[config.mk]
export PLATFORM = sky130hd
export DESIGN_NAME = uart_autobaud_ctrl
export DESIGN_NICKNAME = d
export VERILOG_FILES = /design/src/rtl/uart_autobaud_ctrl.sv
export SDC_FILE = /design/constraint.sdc
export NUM_CORES = 1
export LEC_CHECK = 0
export CORE_ASPECT_RATIO = 1.2
export CORE_MARGIN = 10
export CORE_UTILIZATION = 56
export DETAILED_ROUTE_END_ITERATION = 10
export HOLD_SLACK_MARGIN = 0.12
export MAX_ROUTING_LAYER = met4
export PLACE_DENSITY_LB_ADDON = 0.05
export SLEW_MARGIN = 20
export SYNTH_ARGS = -nofsm -noshare
export SYNTH_HDL_FRONTEND = slang
export SYNTH_SLANG_ARGS = --single-unit
[constraint.sdc]
create_clock -name clk -period 3 [get_ports clk]
set_input_delay 0.45 -clock clk [delete_from_list [all_inputs] [get_ports clk]]
set_output_delay 0.45 -clock clk [all_outputs]
set_load 0.02 [all_outputs]
[src/rtl/uart_autobaud_ctrl.sv]
// Autobaud controller: measures the width of a start bit on rx and programs
// the 16x-oversample baud divisor from it, or accepts a manual divisor.
module uart_autobaud_ctrl #(
    parameter logic [15:0] DEFAULT_DIV = 16'd26,
    parameter logic [19:0] MIN_COUNT   = 20'd32
) (
    input  logic        clk,
    input  logic        rst,
    input  logic        rx,
    input  logic        start,
    input  logic [15:0] man_div,
    input  logic        man_load,
    output logic [15:0] DIVxR,
    output logic        b_en,
    output logic        busy,
    output logic        done,
    output logic        err
);

    typedef enum logic [2:0] {
        IDLE,
        WAIT_IDLE,
        WAIT_FALL,
        MEASURE,
        APPLY
    } state_t;

    state_t      state, state_n;
    logic [19:0] cnt, cnt_n;
    logic [15:0] div_n;
    logic        b_en_n, done_n, err_n;
    logic        rx_m, rx_s, rx_d;

    // Synchronizer plus one delay stage for edge detection; idle-high on reset.
    always_ff @(posedge clk or posedge rst) begin
        if (rst) begin
            rx_m <= 1'b1;
            rx_s <= 1'b1;
            rx_d <= 1'b1;
        end else begin
            rx_m <= rx;
            rx_s <= rx_m;
            rx_d <= rx_s;
        end
    end

    always_ff @(posedge clk or posedge rst) begin
        if (rst) begin
            state <= IDLE;
            cnt   <= '0;
            DIVxR <= DEFAULT_DIV;
            b_en  <= 1'b1;
            done  <= 1'b0;
            err   <= 1'b0;
        end else begin
            state <= state_n;
            cnt   <= cnt_n;
            DIVxR <= div_n;
            b_en  <= b_en_n;
            done  <= done_n;
            err   <= err_n;
        end
    end

    always_comb begin
        state_n = state;
        cnt_n   = cnt;
        div_n   = DIVxR;
        b_en_n  = b_en;
        done_n  = 1'b0;
        err_n   = 1'b0;
        case (state)
            IDLE: begin
                // A manual load takes priority and swallows a simultaneous start.
                if (man_load) begin
                    div_n  = man_div;
                    b_en_n = 1'b1;
                end else if (start) begin
                    state_n = WAIT_IDLE;
                    b_en_n  = 1'b0;
                    cnt_n   = '0;
                end
            end
            WAIT_IDLE: begin
                if (rx_s && rx_d)
                    state_n = WAIT_FALL;
            end
            WAIT_FALL: begin
                if (!rx_s && rx_d) begin
                    state_n = MEASURE;
                    cnt_n   = 20'd1;
                end
            end
            MEASURE: begin
                if (rx_s && !rx_d) begin
                    state_n = APPLY;
                end else if (!rx_s) begin
                    if (cnt == '1) begin
                        err_n   = 1'b1;
                        b_en_n  = 1'b1;
                        state_n = IDLE;
                    end else begin
                        cnt_n = cnt + 20'd1;
                    end
                end
            end
            APPLY: begin
                if (cnt < MIN_COUNT) begin
                    err_n = 1'b1;
                end else begin
                    // Round N/16 to nearest, then minus one for the tick counter.
                    div_n  = 16'(((21'(cnt) + 21'd8) >> 4) - 21'd1);
                    done_n = 1'b1;
                end
                b_en_n  = 1'b1;
                state_n = IDLE;
            end
            default: state_n = IDLE;
        endcase
    end

    assign busy = (state != IDLE);

endmodule

==> impl_metrics.toml <==
[clocking]
cts_sinks = 45
cts.repair.resized = 0
path_clk_slew_ns = 0.08
cts_tree = "done"
cts_root_buf = "clkbuf_8"
clock_latency_ns = 0.30
cts_hold_buf = 0
clock_path_buffers = 2
h-tree-depth = 2
cts_buffers = 5
post_cts_buffers = 0

[routing]
drt_iter0_drc = 118
vias_per_cell = 6.02
first_pass_iters = 4
vias = 2683
drt_wl_total_um = 7310
antenna_left = 0
wl_per_cell_um = 16.4
drc = 0

[placement]
gp_congestion = 0.904
place.detailed.hpwl_um = 5620
io_buffers = 40
dp_cells = 438

[floorplan]
rows = 30
die-area_mm2 = 0.00920
floorplan.initialDensity_pct = 57.2
die_w_um = 89.2
io_pins = 41
core_area_mm2 = 0.00563
die_h_um = 103

[finish]
stdcell_count = 446
post-route-util_pct = 64.8
final_nets = 405
syn_to_final_growth_pct = 13.2
num_antenna_cells = 0
drive_gt1_share_pct = 13.1
fillers = 503

[worst_setup_path]
required_ns = 3.20
endpoint_kind = "flop"
critical_path.most_common_cell = "ha_1"
cp_slowest_cell = "or4_4"
critical_path_arrival_ns = 2.62
worstSetupPathType = "flop to flop"
crit_chain = "ha_1, xnor2_1, ha_1, o211ai_4, or4_4, a21o_1, a31o_1"
slowest_delay_ns = 0.50
reg2reg_to = "DIVxR[10]"
crit_fanout = 11
rr_startpoint = "cnt[4]"
crit_path_start_kind = "flop"
ff2ff_path_depth = 7
rrSetupSlack_ns = 0.58

[sta]
period_minus_slack_ns = 2.42
setup_tns_ns = 0
rsz0062_at_grt = "no"
max_freq_ghz = 0.413
slew_headroom_pct = 62.9
setup_viol = 0
finalCritPeriodShare_pct = 80.8
fin_skew_ns = 0.00472
timing_hold_violations_final = 0
max_slew.worst_pin.slew_ns = 0.556
slew_violations = 0

[worst_hold_path]
hold_end = "rx_s"
min_delay_path_depth = 0
min_path_type = "flop to flop"
min-delay-start = "rx_m"

[power_and_ir_drop]
vdd_ir_drop_max_mv = 0.290
clock_power_share_pct = 17.9
pwr-share-seq_pct = 42.7
p_leak_uw = 0.00147
power_density_mw_per_mm2 = 554
combPwrFrac_pct = 39.4
internal-power_uw = 1300
swShare_pct = 35.6
p_sw_uw = 720

[synth]
synth-main-ff-cell = "dfrtp_1"
yosysTopAreaCell = "dfrtp_1"
synthArstFlopShare_pct = 100
ys_ff_latch = 45
yosysTopAreaCellShare_pct = 29.5
yosysSeqAreaShare_pct = 35.2
synth.distinct_cells = 70
synth_edf_count = 0
postSynthAreaPerCell_um2 = 9.08
syn_area_mm2 = 0.00322
yosys_warnings = 0
yosys-top-cells-area = "dfrtp_1, dfstp_2, xnor2_1"
synthCells = 355
syn_nets = 379

[global_routing]
grt_start_max_net_pins = 27
grt_pass1_wl_um = 12500
grt_pass1_vias = 2510
gr-total-overflow = 0
grtUsageTotal_pct = 17.3
antenna_found_initial = 0

[run_status]
status = "finished, final reports clean"

[run]
maxCapViolations = 0
[synth_stat cells, types with 8 or more instances]
cell,instances
nand4_1,13
nor3_1,8
buf_6,8
or3_1,13
and3_1,11
xnor2_1,20
nand3_1,17
o21ai_0,28
a21oi_1,19
buf_2,10
nor2_1,18
nand2_1,28
dfrtp_1,38
inv_1,9
[per-layer routing]
layer,wire (um),up-vias,track usage [%]
li1,-,1356,-
met1,3460,1235,23.5
met2,3280,85,26.1
met3,505,7,2.85
met4,74,0,4.41
met5,0,-,-
[power by group through the flow]
stage          registers, uW  clock network, uW  logic [uW]
2_1_floorplan            983                  0         357
3_3_place_gp             869                  0         795
3_5_place_dp             874                  0         809
4_1_cts                  861                379         810
5_1_grt                  884                398         875
6_report                 862                362         796
[placed cells by master, fill, tap and decap left out, types with 7 or more instances in the layout]
cell / netlist / final
inv_1: 9 / 8
nand2_1: 28 / 28
and3_1: 11 / 11
clkdlybuf4s50_1: 0 / 40
a21oi_1: 19 / 19
nand4_1: 13 / 13
and2_1: 7 / 7
nand3_1: 17 / 17
xnor2_1: 20 / 20
nor3_1: 8 / 8
or3_1: 13 / 13
o21ai_0: 28 / 28
dfrtp_1: 38 / 38
nor2_1: 18 / 18
dfstp_2: 7 / 7
[critical path, delay by kind of cell (launching register included)]
kind                       cells  cell delay (ns)
DFF                            1             0.36
adders and majority gates      2             0.73
and+or+nand+nor                1             0.50
xor gates and xnor gates       1             0.17
AOI/OAI and AO/OA              3             0.57
[how the worst max path moves through the flow]
stage | from | to | slack (ns) | cells after the start
6_report | cnt[4] | DIVxR[10] | 0.58 | 7
3_3_place_gp | cnt[4] | DIVxR[10] | 0.60 | 7
3_5_place_dp | man_load | cnt[10] | 0.55 | 7
2_1_floorplan | cnt[3] | DIVxR[10] | 0.67 | 8
5_1_grt | cnt[10] | cnt[8] | 0.32 | 6
4_1_cts | cnt[4] | DIVxR[10] | 0.57 | 7
[registers in the layout, indices dropped and copies added, names as in the netlist]
| register | cells |
|---|---|
| cnt | 20 |
| DIVxR | 16 |
| state | 3 |
| b_en | 1 |
| done | 1 |
| err | 1 |
| rx_d | 1 |
| rx_m | 1 |
| rx_s | 1 |
[cell type report]
class,instances,area (um^2),share of cell area [%]
clock buffer,6,72.6,1.99
clock inverter,2,10.0,0.274
inverter,10,37.5,1.03
multi-input combinational,273,1870,51.2
sequential,45,1130,31.1
tap,64,80.1,2.19
timing repair buffer,46,445,12.2
[metrics by stage]
step / power [uW] / hold slack, ns / worst slack [ns] / instance area (um^2)
floorplan: 1340 / 0.345 / 0.671 / 3220
global placement: 1660 / 0.346 / 0.596 / 3570
detailed placement: 1680 / 0.350 / 0.554 / 3570
CTS: 2050 / 0.363 / 0.566 / 3650
global route: 2160 / 0.368 / 0.324 / 3650
finish: 2020 / 0.360 / 0.576 / 3650
[logic make-up after synthesis]
| family | synth area share (%) |
|---|---|
| AO/OA/AOI/OAI | 20.5 |
| multiplexers | 2.29 |
| AND/OR/NAND/NOR | 26.5 |
| flip-flops | 35.2 |
| buffers and inverters | 6.80 |
| XOR/XNOR | 7.57 |
| adder cells (fa/ha/maj) | 1.17 |
(Power assumes the default switching activity.)
